$ cat config.mk
export PLATFORM = sky130hd
export DESIGN_NAME = image_stream_proc
export DESIGN_NICKNAME = d
export VERILOG_FILES = /design/src/rtl/img_proc_pkg.sv /design/src/rtl/img_pixel_alu.sv /design/src/rtl/image_stream_proc.sv
export SDC_FILE = /design/constraint.sdc
export NUM_CORES = 1
export LEC_CHECK = 0
export ABC_AREA = 1
export ABC_CLOCK_PERIOD_IN_PS = 12500
export BUFFER_PORTS_ARGS = -buffer_cell sky130_fd_sc_hd__clkbuf_2
export CAP_MARGIN = 20
export CORE_UTILIZATION = 60
export CTS_CLUSTER_DIAMETER = 150
export CTS_CLUSTER_SIZE = 10
export DETAILED_ROUTE_END_ITERATION = 16
export PLACE_DENSITY = 0.91
export SETUP_SLACK_MARGIN = 0.15
export SYNTH_ARGS = -nofsm -noshare
export SYNTH_HDL_FRONTEND = slang
export SYNTH_HIERARCHICAL = 1
export SYNTH_SLANG_ARGS = --single-unit
$ cat constraint.sdc
create_clock -name HCLK -period 12.5 [get_ports HCLK]
set_input_delay 1.25 -clock HCLK [delete_from_list [all_inputs] [get_ports HCLK]]
set_output_delay 1.25 -clock HCLK [all_outputs]
set_load 0.02 [all_outputs]
$ cat src/rtl/img_proc_pkg.sv
// rtl/img_proc_pkg.sv - shared encodings and helpers for the image stream processor
//   mode_e   : point-operation select values carried on cfg_mode
//   state_e  : frame sequencing states
//   comp_max : largest value of a DW-bit colour component
package img_proc_pkg;

  typedef enum logic [2:0] {
    MODE_PASS   = 3'd0,
    MODE_ADD    = 3'd1,
    MODE_SUB    = 3'd2,
    MODE_GRAY   = 3'd3,
    MODE_INVERT = 3'd4,
    MODE_THRESH = 3'd5
  } mode_e;

  typedef enum logic [1:0] {
    ST_IDLE  = 2'd0,
    ST_RUN   = 2'd1,
    ST_DRAIN = 2'd2
  } state_e;

  function automatic int unsigned comp_max(input int unsigned dw);
    return (32'd1 << dw) - 32'd1;
  endfunction

endpackage

$ cat src/rtl/img_pixel_alu.sv
// rtl/img_pixel_alu.sv - combinational per-pixel point operation
//   mode                 : operation select (6-7 behave as pass)
//   value, threshold     : brightness offset and threshold level
//   pix_r/g/b, sum       : input components and their pre-computed R+G+B
//   res_r/g/b            : processed components
module img_pixel_alu #(
  parameter int DW = 8
) (
  input  logic [2:0]    mode,
  input  logic [DW-1:0] value,
  input  logic [DW-1:0] threshold,
  input  logic [DW-1:0] pix_r,
  input  logic [DW-1:0] pix_g,
  input  logic [DW-1:0] pix_b,
  input  logic [DW+1:0] sum,
  output logic [DW-1:0] res_r,
  output logic [DW-1:0] res_g,
  output logic [DW-1:0] res_b
);
  import img_proc_pkg::*;

  localparam logic [DW-1:0] MAXV  = DW'(comp_max(DW));
  localparam logic [DW+1:0] THREE = (DW+2)'(3);

  logic [DW-1:0] gray;

  // The quotient of a (DW+2)-bit sum by 3 always fits in DW bits.
  assign gray = DW'(sum / THREE);

  function automatic logic [DW-1:0] sat_add(input logic [DW-1:0] x, input logic [DW-1:0] v);
    logic [DW:0] s;
    s = {1'b0, x} + {1'b0, v};
    return s[DW] ? MAXV : s[DW-1:0];
  endfunction

  function automatic logic [DW-1:0] clamp_sub(input logic [DW-1:0] x, input logic [DW-1:0] v);
    return (x > v) ? (x - v) : '0;
  endfunction

  always_comb begin
    res_r = pix_r;
    res_g = pix_g;
    res_b = pix_b;
    case (mode)
      MODE_ADD: begin
        res_r = sat_add(pix_r, value);
        res_g = sat_add(pix_g, value);
        res_b = sat_add(pix_b, value);
      end
      MODE_SUB: begin
        res_r = clamp_sub(pix_r, value);
        res_g = clamp_sub(pix_g, value);
        res_b = clamp_sub(pix_b, value);
      end
      MODE_GRAY: begin
        res_r = gray;
        res_g = gray;
        res_b = gray;
      end
      MODE_INVERT: begin
        res_r = MAXV - pix_r;
        res_g = MAXV - pix_g;
        res_b = MAXV - pix_b;
      end
      MODE_THRESH: begin
        res_r = (gray > threshold) ? MAXV : '0;
        res_g = res_r;
        res_b = res_r;
      end
      default: ;
    endcase
  end

endmodule

$ cat src/rtl/image_stream_proc.sv
// rtl/image_stream_proc.sv - two-stage streaming RGB point-operation processor
//   HCLK, HRESETn                     : clock, asynchronous active-low reset
//   start, cfg_mode/value/threshold   : frame start pulse and configuration (latched at start)
//   busy, done                        : frame in progress, end-of-frame pulse
//   in_valid/in_ready/in_r/g/b        : input pixel stream
//   out_valid/out_ready/out_r/g/b     : output pixel stream
//   out_sof/out_eol/out_eof           : frame/line markers qualifying the output pixel
module image_stream_proc #(
  parameter int DW     = 8,
  parameter int WIDTH  = 768,
  parameter int HEIGHT = 512
) (
  input  logic          HCLK,
  input  logic          HRESETn,
  input  logic          start,
  input  logic [2:0]    cfg_mode,
  input  logic [DW-1:0] cfg_value,
  input  logic [DW-1:0] cfg_threshold,
  output logic          busy,
  output logic          done,
  input  logic          in_valid,
  output logic          in_ready,
  input  logic [DW-1:0] in_r,
  input  logic [DW-1:0] in_g,
  input  logic [DW-1:0] in_b,
  output logic          out_valid,
  input  logic          out_ready,
  output logic [DW-1:0] out_r,
  output logic [DW-1:0] out_g,
  output logic [DW-1:0] out_b,
  output logic          out_sof,
  output logic          out_eol,
  output logic          out_eof
);
  import img_proc_pkg::*;

  localparam int TOTAL = WIDTH * HEIGHT;
  localparam int CW    = $clog2(TOTAL + 1);
  localparam int CLW   = (WIDTH > 1) ? $clog2(WIDTH) : 1;
  localparam int RW    = (HEIGHT > 1) ? $clog2(HEIGHT) : 1;
  localparam logic [CW-1:0]  TOTAL_C  = CW'(TOTAL);
  localparam logic [CLW-1:0] COL_LAST = CLW'(WIDTH - 1);
  localparam logic [RW-1:0]  ROW_LAST = RW'(HEIGHT - 1);

  state_e        state, state_nx;
  logic [2:0]    mode_q;
  logic [DW-1:0] value_q, thr_q;
  logic [CW-1:0] in_cnt;
  logic [CLW-1:0] col;
  logic [RW-1:0] row;

  logic          s0_valid;
  logic [DW-1:0] s0_r, s0_g, s0_b;
  logic [DW+1:0] s0_sum;
  logic [DW-1:0] alu_r, alu_g, alu_b;

  logic advance, in_fire, out_fire, pipe_empty;

  // Both stages move together; a stalled output freezes the whole pipe.
  assign advance    = !out_valid || out_ready;
  assign in_ready   = (state == ST_RUN) && advance && (in_cnt < TOTAL_C);
  assign in_fire    = in_valid && in_ready;
  assign out_fire   = out_valid && out_ready;
  assign pipe_empty = !s0_valid && !out_valid;

  always_ff @(posedge HCLK or negedge HRESETn) begin
    if (!HRESETn) state <= ST_IDLE;
    else          state <= state_nx;
  end

  always_comb begin
    state_nx = state;
    busy     = 1'b0;
    done     = 1'b0;
    case (state)
      ST_IDLE:  if (start) state_nx = ST_RUN;
      ST_RUN: begin
        busy = 1'b1;
        if (in_cnt == TOTAL_C) state_nx = ST_DRAIN;
      end
      ST_DRAIN: begin
        busy = 1'b1;
        if (pipe_empty) begin
          done     = 1'b1;
          state_nx = ST_IDLE;
        end
      end
      default: state_nx = ST_IDLE;
    endcase
  end

  always_ff @(posedge HCLK or negedge HRESETn) begin
    if (!HRESETn) begin
      mode_q  <= '0;
      value_q <= '0;
      thr_q   <= '0;
      in_cnt  <= '0;
    end else if ((state == ST_IDLE) && start) begin
      mode_q  <= cfg_mode;
      value_q <= cfg_value;
      thr_q   <= cfg_threshold;
      in_cnt  <= '0;
    end else if (in_fire) begin
      in_cnt  <= in_cnt + 1'b1;
    end else if (done) begin
      in_cnt  <= '0;
    end
  end

  // Stage 0 registers the pixel and its component sum; stage 1 is the output register.
  always_ff @(posedge HCLK or negedge HRESETn) begin
    if (!HRESETn) begin
      s0_valid  <= 1'b0;
      s0_r      <= '0;
      s0_g      <= '0;
      s0_b      <= '0;
      s0_sum    <= '0;
      out_valid <= 1'b0;
      out_r     <= '0;
      out_g     <= '0;
      out_b     <= '0;
    end else if (advance) begin
      s0_valid <= in_fire;
      if (in_fire) begin
        s0_r   <= in_r;
        s0_g   <= in_g;
        s0_b   <= in_b;
        s0_sum <= (DW+2)'(in_r) + (DW+2)'(in_g) + (DW+2)'(in_b);
      end
      out_valid <= s0_valid;
      if (s0_valid) begin
        out_r <= alu_r;
        out_g <= alu_g;
        out_b <= alu_b;
      end
    end
  end

  img_pixel_alu #(.DW(DW)) u_alu (
    .mode      (mode_q),
    .value     (value_q),
    .threshold (thr_q),
    .pix_r     (s0_r),
    .pix_g     (s0_g),
    .pix_b     (s0_b),
    .sum       (s0_sum),
    .res_r     (alu_r),
    .res_g     (alu_g),
    .res_b     (alu_b)
  );

  // Position of the pixel currently presented on the output.
  always_ff @(posedge HCLK or negedge HRESETn) begin
    if (!HRESETn) begin
      col <= '0;
      row <= '0;
    end else if (done) begin
      col <= '0;
      row <= '0;
    end else if (out_fire) begin
      if (col == COL_LAST) begin
        col <= '0;
        row <= (row == ROW_LAST) ? '0 : row + 1'b1;
      end else begin
        col <= col + 1'b1;
      end
    end
  end

  assign out_sof = out_valid && (col == '0) && (row == '0);
  assign out_eol = out_valid && (col == COL_LAST);
  assign out_eof = out_valid && (col == COL_LAST) && (row == ROW_LAST);

endmodule

== After elaboration in Yosys (flattened, before gate mapping) ==
Cells that the tools add are included.

* Output and inout bits: 31
* Word-level logic and storage cells: 100
* Input bits: 48
* Bits in registers: 119

* Div/mod/pow operators: 1
* Multiplexer cells: 27
* Order comparisons: 5
* Reduce and logical (&&, ||, !) cells: 24
* $add $sub $neg: 14
* Equal/unequal tests: 13

{| class="wikitable"
|+ Operator list
! cell !! number
|-
| 8-bit one-hot mux with 5 select lines || 3
|-
| 19-bit two-way mux || 3
|-
| 8-bit two-way mux || 7
|-
| 8-bit by 8-bit adder with 9-bit output || 4
|-
| 9-bit two-way mux || 4
|-
| 8-bit greater-than comparator || 4
|-
| 10-bit two-way mux || 3
|-
| 8-bit subtractor || 3
|-
| 8-bit subtractor, first input constant || 3
|-
| 19-bit by 1-bit adder with 19-bit output, second input constant || 1
|-
| 19-bit equality test, second input constant || 1
|-
| 19-bit < comparator, second input constant || 1
|-
| 10-bit by 1-bit adder with 10-bit output, second input constant || 1
|-
| 9-bit by 8-bit adder with 10-bit output || 1
|-
| 10-bit by 2-bit divider with 10-bit output, second input constant || 1
|-
| 10-bit equality test, second input constant || 1
|-
| 1-bit logical AND || 10
|-
| 10-bit logical NOT || 1
|-
| 9-bit by 1-bit adder with 9-bit output, second input constant || 1
|-
| 9-bit equality test, second input constant || 1
|-
| 9-bit logical NOT || 1
|-
| 3-bit by 2-bit equality test with 1-bit output, second input constant || 2
|-
| 3-bit equality test, second input constant || 2
|-
| 2-bit two-way mux || 3
|-
| other kinds (15) || 22
|}

== Longest topological paths before layout ==
Gate-level depths: netlist (run 1).

* Word-level depth: 7
* Gate-level depth with buffers: 42
* Gate-level depth less buffers: 41

== By module ==
The synthesis (run 1) kept the hierarchy.

{| class="wikitable"
|+ By module, submodules not included
! module !! cells an instance !! area an instance (um^2) !! sequential area each (um^2) !! instances
|-
| image_stream_proc || 701 || 6073.3 || 2977.9 || 1
|-
| img_pixel_alu || 520 || 3203.1 || 0.0 || 1
|}

== Worst setup path after synthesis (run 1) ==
OpenSTA, ideal clock, no wires.

* Kind: register to register
* Start: register s0_sum[9]
* End: register out_r[0]
* Buffers on the path: 1
* Slack: 8.056 ns
* Data required time: 12.375 ns
* Stages on the path, launching flop included: 41
* Arrival time: 4.319 ns
* Clock period less this slack: 4.444 ns
* Setup time: 0.125 ns
* Path through: dfrtp_1 > inv_1 > nand3_1 > nand2_1 > inv_2 > o21ai_2 > nand2_2 > inv_2 > nor2_2 > nor2_2 > nand2_1 > nand2_2 > inv_2 > o21ai_2 > nand2_1 > a21oi_1 > nor2_2 > ha_1 > (+5 left out) > nand2_1 > nor2_1 > nand2_2 > inv_1 > ha_1 > inv_1 > a21oi_1 > o21ai_0 > a21oi_1 > o211ai_1 > nand2_1 > inv_1 > nor2_1 > clkbuf_1 > o21ai_0 > a211oi_1 > a21oi_2 > mux2_2

* Word-level cells in the longest chain between the ends: 4

{| class="wikitable"
|+ Ends and longest elaborated chain
! item !! line !! RTL
|-
| from (decl) || image_stream_proc.sv:54 || <nowiki>logic [DW+1:0] s0_sum;</nowiki>
|-
| from (signal assigned) || image_stream_proc.sv:128 || <nowiki>s0_sum <= (DW+2)'(in_r) + (DW+2)'(in_g) + (DW+2)'(in_b);</nowiki>
|-
| 10-bit by 2-bit divider with 10-bit output * || img_pixel_alu.sv:28 || <nowiki>assign gray = DW'(sum / THREE);</nowiki>
|-
| 8-bit greater-than comparator || img_pixel_alu.sv:66 || <nowiki>res_r = (gray > threshold) ? MAXV : '0;</nowiki>
|-
| 8-bit two-way mux || img_pixel_alu.sv:66 ||
|-
| 8-bit one-hot mux with 5 select lines * || img_pixel_alu.sv:44 || <nowiki>case (mode)</nowiki>
|-
| via alu_r[0] || image_stream_proc.sv:55 || <nowiki>logic [DW-1:0] alu_r, alu_g, alu_b;</nowiki>
|-
| to (signal assigned) || image_stream_proc.sv:132 || <nowiki>out_r <= alu_r;</nowiki>
|-
| to (decl) || image_stream_proc.sv:28 || <nowiki>output logic [DW-1:0] out_r,</nowiki>
|}

The timed path passes the listed nets; every way through them passes the cells marked *.
A chain may end at the register's enable or synchronous reset.

== Final worst setup path (run 1) ==
* Start: register s0_sum[9]
* End: register out_b[5]

* Word-level cells in the longest chain between the ends: 4

{| class="wikitable"
|+ Ends and longest elaborated chain
! item !! line !! RTL
|-
| 10-bit by 2-bit divider with 10-bit output * || img_pixel_alu.sv:28 ||
|-
| 8-bit greater-than comparator || img_pixel_alu.sv:66 ||
|-
| 8-bit two-way mux || img_pixel_alu.sv:66 ||
|-
| 8-bit one-hot mux with 5 select lines * || img_pixel_alu.sv:44 ||
|-
| via alu_b[5] || image_stream_proc.sv:55 ||
|-
| to (signal assigned) || image_stream_proc.sv:134 || <nowiki>out_b <= alu_b;</nowiki>
|-
| to (decl) || image_stream_proc.sv:30 || <nowiki>output logic [DW-1:0] out_b,</nowiki>
|}

Marks and branches as above.

==> results by group, run 1 <==
Run status
  • Outcome: finished, final reports clean

Logic synthesis
  • Post-synth top flop: dfrtp_1
  • Yosys cell types: 56
  • Share of the yosys chip area belonging to registers: 32.1%
  • Yosys warnings: 6
  • Syn Std Cell Area: 9280 µm²
  • XOR/XNOR share of the synthesized area: 3.02%
  • Post-Synth Simple-Gate Area: 26.9%
  • Post-synth EDFFs: 0
  • Flop and latch count out of synthesis: 119
  • Largest family of logic cells by synthesized area: simple AND/OR/NAND/NOR gates
  • Adder-Cell Fraction of Synth Area: 13.5%
  • Ys async rst share: 100%
  • Syn_nets: 1360
  • Yosys top cell area share: 32.1%
  • Mux cell area share after synthesis: 2.91%
  • Syn Area/Cell: 7.60 µm²
  • Area leader, netlist: dfrtp_1
  • Top post-synthesis cells by area: dfrtp_1 (32%), nand2_1 (13%), ha_1 (10%)
  • Mapped Cells: 1221
  • Synth Area in Compound Gates: 13.8%

STA
  • Hold Violations, Final: 0
  • RSZ-0062 raised after global routing: false
  • Final setup vio count: 0
  • Period Utilization, post-route: 46.8%
  • Clock period minus final worst setup slack: 5850 ps
  • Fmax: 171 MHz
  • Worst slew pin tran: 879 ps
  • Min Hold Slack: 483 ps
  • Max-slew violation count: 0
  • Slew HR: 41.2%
  • Clock skew: 7.89 ps
  • TNS Setup: 0 ps

Run
  • Number of max-cap violations: 0

Worst setup path
  • Worst-path fanout max: 11
  • Crit path required time: 12800 ps
  • Worst setup path end: out_b[5]$_DFFE_PN0P_
  • Worst Path Arrival: 6150 ps
  • Most frequent CP cell: nand2_1
  • Crit. Startpoint: s0_sum[9]$_DFFE_PN0P_
  • Reg2reg start: s0_sum[9]$_DFFE_PN0P_
  • Reg2reg path depth: 38
  • CP max stage delay: 690 ps
  • CP startpoint kind: register
  • Critical path's slowest cell: nor2_1
  • RR Endpoint: out_b[5]$_DFFE_PN0P_
  • Internal reg-to-reg setup slack: 6650 ps
  • WS Path Type: reg -> reg
  • Setup crit end kind: register

Worst hold path
  • Hold depth: 2
  • Hold WC Path Type: reg -> reg

Layout
  • Fillers: 1189
  • Share of cells above drive strength 1: 15.8%
  • Fin cells: 1501
  • Final nets: 1439
  • Most common cell after layout, fill and taps aside: nand2_1
  • Commonest cells after routing, fill and taps aside: nand2_1 (324), inv_1 (144), dfrtp_1 (119)
  • Area Overhead vs Synth: 12.7%
  • Register Area: 2980 µm²
  • Multi-input gate area: 5580 µm²
  • Ant. Diodes: 0

GRT
  • Largest net degree at the start of global routing: 83
  • Initial antenna violation count: 0
  • First-pass GRT wire length: 40500 µm
  • Vias in the first global route: 8455
  • Grt ovf: 0
  • GRT Total Usage: 32.5%

Clock tree
  • Root Buffer: clkbuf_16
  • Clock Latency Late Sink: 430 ps
  • Post-CTS Setup Bufs: 0
  • Post-CTS sizing: 0
  • CTS HTree Levels: 4
  • Clock sinks: 119
  • Inserted Clock Buffers: 17
  • CTS tree: built
  • Clock slew at reported path FFs: 60 ps
  • Hold_buf cts: 0
  • Clock tree buffer depth: 2

Power and ir drop
  • Power, Total: 3090 µW
  • Leakage power: 0.00539 µW
  • Highest ir drop seen on vdd: 150 µV
  • Power Density: 296 nW/µm²

Placement
  • Placed instance count: 1468
  • Input/output buffers: 78
  • GPL Wtd Cong: 0.993
  • Post-DP HPWL: 18500 µm

Floorplanning
  • FP Rows: 45
  • Io pins: 79
  • Area of the core: 15100 µm²
  • Die extent in y: 126 µm
  • Initial Util: 61.2%
  • Die area: 16000 µm²
  • Die Wd: 126 µm

Drt
  • Post-Route WL: 25100 µm
  • Drt wl/cell: 16.7 µm
  • Initial DRC count: 892
  • Total number of vias: 8828
  • Post-DRT Antenna Nets: 0
  • Via density: 5.88
  • DRC Markers: 0
  • DRT Pass-1 Iters: 6
Yosys cell counts (4+ instances only):
cell,number
clkbuf_1,8
buf_2,8
a2111oi_0,4
dfrtp_1,119
o21ai_2,7
nor3b_1,4
nand3_1,60
mux2_2,24
or2_2,5
nand4_1,19
nand3_2,9
ha_1,76
nor3_1,16
o21bai_1,17
nor2_1,95
o21ai_0,57
a221oi_1,4
xnor2_1,5
o221ai_1,5
o21ai_1,13
a21oi_1,62
inv_2,12
a22oi_1,4
xor2_1,27
fa_1,15
nand2_2,14
nor2_4,6
nand2_1,324
nor2_2,5
o2111ai_1,6
inv_1,144
worst max-delay path, delay by kind of cell (launching register included):
family	cells	cell delay [ps]
compound gates	10	1710
fa+ha+maj	2	340
buf+inv	9	630
flops	1	390
mux	1	280
simple gates	16	2390
stage by stage:
| stage | util, % | instance area (µm²) | setup WS [ps] |
|---|---|---|---|
| finish | 69.0 | 10500 | 6650 |
| floorplan | - | 9280 | 8060 |
| global placement | 64.8 | 9810 | 7390 |
| CTS | 68.8 | 10400 | 6930 |
| global route | 69.0 | 10500 | 6180 |
| detailed placement | 64.8 | 9810 | 7000 |
layout make-up:
type	instances	area share, %
sequential	119	28.5
inverter	159	5.72
clock inverter	11	1.39
multi-input combinational	921	53.4
tap	188	2.25
clock buffer	21	4.50
timing repair buffer	82	4.24
where the power goes:
group,switching (µW),internal (µW)
Combinational,1190,676
Sequential,181,529
Clock,184,329
Total,1560,1530
cells by family (layout without fill, tap and decap cells):
kind of cell / after synthesis / in the layout
fa+ha+maj: 91 / 91
compound gates: 208 / 208
buf+inv: 181 / 273
xor+xnor: 32 / 32
mux: 24 / 24
simple gates: 566 / 566
flops: 119 / 119
how the worst min path moves through the flow:
stage	endpoint	start
2_1_floorplan	thr_q[1]$_DFFE_PN0P_	thr_q[1]$_DFFE_PN0P_
3_3_place_gp	thr_q[4]$_DFFE_PN0P_	thr_q[4]$_DFFE_PN0P_
3_5_place_dp	thr_q[7]$_DFFE_PN0P_	thr_q[7]$_DFFE_PN0P_
4_1_cts	thr_q[7]$_DFFE_PN0P_	thr_q[7]$_DFFE_PN0P_
5_1_grt	thr_q[7]$_DFFE_PN0P_	thr_q[7]$_DFFE_PN0P_
6_report	thr_q[7]$_DFFE_PN0P_	thr_q[7]$_DFFE_PN0P_
registers in the layout, summed over array words and instances, names as in the netlist, 2 cells and up:
signal / count
value_q: 8
thr_q: 8
s0_r: 8
state: 2
col: 10
out_g: 8
s0_sum: 10
in_cnt: 19
out_r: 8
s0_g: 8
mode_q: 3
row: 9
out_b: 8
s0_b: 8
layer usage:
| metal | wire length, µm | part of all wire (%) | track usage (%) |
|---|---|---|---|
| met1 | 9790 | 39 | 38.0 |
| met2 | 12200 | 49 | 55.9 |
| met3 | 1810 | 7.2 | 6.45 |
| met4 | 1250 | 5.0 | 18.8 |
| met5 | 0 | 0 | 0 |
No activity file was read; power rests on OpenSTA's default activity.
==> run 2: changes to the inputs <==
--- a/config.mk
+++ b/config.mk
@@ -6,14 +6,14 @@
 export NUM_CORES = 1
 export LEC_CHECK = 0
 export ABC_AREA = 1
-export ABC_CLOCK_PERIOD_IN_PS = 12500
+export ABC_CLOCK_PERIOD_IN_PS = 5300
 export BUFFER_PORTS_ARGS = -buffer_cell sky130_fd_sc_hd__clkbuf_2
 export CAP_MARGIN = 20
-export CORE_UTILIZATION = 60
+export CORE_UTILIZATION = 55
 export CTS_CLUSTER_DIAMETER = 150
 export CTS_CLUSTER_SIZE = 10
 export DETAILED_ROUTE_END_ITERATION = 16
-export PLACE_DENSITY = 0.91
+export PLACE_DENSITY = 0.88
 export SETUP_SLACK_MARGIN = 0.15
 export SYNTH_ARGS = -nofsm -noshare
 export SYNTH_HDL_FRONTEND = slang
==> constraint.sdc (replaced) <==
create_clock -name HCLK -period 5.3 [get_ports HCLK]
set_input_delay 0.53 -clock HCLK [delete_from_list [all_inputs] [get_ports HCLK]]
set_output_delay 0.53 -clock HCLK [all_outputs]
set_load 0.02 [all_outputs]
==> run 2 against run 1 <==
  * Critical path depth is 1 higher
  * Critical endpoint unchanged
  * Clock power is 130% higher
  * Design area is 0.65% higher
  * Fmax is 20% higher
  * Combinational power is 140% higher
  * First-iteration DRC count is 5.9% lower
  * Cell count is 2.3% higher
  * Sequential power is 140% higher
  * Utilization is 5.3 points lower
  * Flip-flop and latch count stayed put
  * Clock skew is 0.64 ps lower
  * Hold slack worse by 250 ps
==> results by group, run 2 (same netlist as run 1, synthesis figures left out) <==
Run status
  • Outcome: finished, final reports clean

Worst hold path
  • Hold WC Path Type: in -> async

Layout
  • Most common cell after layout, fill and taps aside: nand2_1
  • Ant. Diodes: 0 (unchanged)
  • Max reg flops: 19 (unchanged)
  • Reg with most FFs: in_cnt
  • Share of cells above drive strength 1: 16.8% (+1.0 points)
  • Largest regs: in_cnt x19, col x10, s0_sum x10
  • Final nets: 1443 (+0.28%)
  • Commonest cells after routing, fill and taps aside: nand2_1 (321), inv_1 (144), dfrtp_1 (117)
  • Fillers: 1400 (+18%)
  • Area Overhead vs Synth: 13.4%
  • Layout Utilization: 63.7% (-5.3 points)

Floorplanning
  • Initial Util: 56.1% (-5.1 points)
  • Die area: 17400 µm² (+8.9%)
  • FP Rows: 47 (+4.4%)
  • Die extent in y: 132 µm (+4.4%)
  • Die Wd: 132 µm (+4.4%)
  • Area of the core: 16500 µm² (+9.1%)
  • Io pins: 79 (unchanged)

Worst setup path
  • Worst-path fanout max: 10 (-1)
  • Crit path required time: 5610 ps (-7190 ps)
  • CP delay by family, top: simple AND/OR/NAND/NOR gates
  • Worst Path Arrival: 5190 ps (-960 ps)
  • CP max stage delay: 400 ps (-290 ps)
  • WS Path Type: reg -> reg
  • CP startpoint kind: register
  • Critical path's slowest cell: dfrtp_2
  • Most frequent CP cell: nand2_1
  • Setup crit end kind: register
  • Buffers plus inverters on the worst setup path: 7 (-2)

Drt
  • Via density: 5.73 (-2.6%)
  • Drt wl/cell: 16.9 µm (+1.1%)
  • DRC Markers: 0 (unchanged)
  • DRT Pass-1 Iters: 7 (+1)
  • Total number of vias: 8798 (-0.34%)
  • Post-Route WL: 25900 µm (+3.5%)
  • Initial DRC count: 839 (-5.9%)
  • Post-DRT Antenna Nets: 0 (unchanged)

STA
  • Period Utilization, post-route: 92.0% (+45 points)
  • RSZ-0062 raised after global routing: false
  • Worst slew pin tran: 956 ps (+77.4 ps)
  • Max-slew violation count: 0 (unchanged)
  • Fmax: 205 MHz (+20%)
  • Hold Violations, Final: 0 (unchanged)
  • Slew HR: 36.3% (-4.9 points)
  • Clock period minus final worst setup slack: 4880 ps (-974 ps)
  • Clock skew: 7.25 ps (-0.645 ps)
  • TNS Setup: 0 ps (unchanged)
  • Final setup vio count: 0 (unchanged)

GRT
  • GRT Total Usage: 30.5% (-2.0 points)
  • Grt ovf: 0 (unchanged)
  • Largest net degree at the start of global routing: 75 (-9.6%)
  • Vias in the first global route: 8543 (+1.0%)
  • First-pass GRT wire length: 42000 µm (+3.6%)
  • Initial antenna violation count: 0 (unchanged)

Clock tree
  • Clock slew at reported path FFs: 60 ps (about the same)
  • Clock Latency Late Sink: 420 ps (about the same)
  • Root Buffer: clkbuf_16
  • Hold_buf cts: 0 (unchanged)
  • Clock tree buffer depth: 2 (unchanged)
  • CTS tree: built
  • CTS HTree Levels: 4 (unchanged)
  • Inserted Clock Buffers: 17 (unchanged)
  • Clock sinks: 119 (unchanged)

Placement
  • GPL Wtd Cong: 0.979 (-1.4%)
  • Post-DP HPWL: 19100 µm (+3.0%)
  • Input/output buffers: 78 (unchanged)

Run
  • Number of max-cap violations: 0 (unchanged)

Power and ir drop
  • Highest ir drop seen on vdd: 372 µV (+150%)
  • Power, Total: 7380 µW (+140%)
  • Power Density: 702 nW/µm² (+140%)
  • Leakage power: 0.00539 µW (+0.11%)
-- run 2: final cells by class --
type	instances	area, µm²	share of cell area [%]
inverters	159	598	5.69
flip-flops and latches	119	2980	28.3
multi-input cells	921	5620	53.4
clock buffers	18	439	4.17
clock inverters	13	155	1.47
repair buffers	86	457	4.34
well taps	220	275	2.62
-- run 2: where the power goes --
group / internal, µW / leakage, µW / switching [µW]
logic: 1670 / 0.00358 / 2860
clock network: 745 / 0.000288 / 429
registers: 1250 / 0.00152 / 430
-- run 2: what timing repair did --
item / CTS / global route
gates resized for setup: 1 / 13
gates cloned: 0 / 0
pin swaps: 0 / 3
setup buffers: 0 / 4
endpoints found under the setup margin: 1 / 15
-- run 2: path summary, 6_finish.rpt --
path                                       start                      to  slack (ps)  cells after the start
setup / recovery           s0_sum[8]$_DFFE_PN0P_    out_b[5]$_DFFE_PN0P_         420                     39
hold / removal                           HRESETn  value_q[0]$_DFFE_PN0P_         230                      1
setup reg to reg           s0_sum[8]$_DFFE_PN0P_    out_b[5]$_DFFE_PN0P_         420                     39
hold reg to reg             thr_q[2]$_DFFE_PN0P_    thr_q[2]$_DFFE_PN0P_         480                      2
max in group asynchronous                HRESETn  in_cnt[18]$_DFFE_PN0P_        3930                      2
min in group HCLK                   cfg_value[4]  value_q[4]$_DFFE_PN0P_         300                      3
-- run 2: per-layer routing --
| layer | GRT usage (%) | up-vias | routed length [µm] |
|---|---|---|---|
| li1 | - | 4191 | - |
| met1 | 36.2 | 4098 | 10100 |
| met4 | 16.4 | 0 | 1260 |
| met5 | 0 | - | 0 |
| met3 | 5.50 | 95 | 1800 |
| met2 | 52.6 | 414 | 12800 |
-- run 2: stage by stage --
step	area (µm²)	instances	worst slack (ps)	hold WS (ps)
6_report	10500	1536	424	235
5_1_grt	10500	1536	69.0	304
3_3_place_gp	9860	1501	560	463
3_5_place_dp	9860	1501	181	466
2_1_floorplan	9280	1221	856	234
4_1_cts	10500	1532	241	293
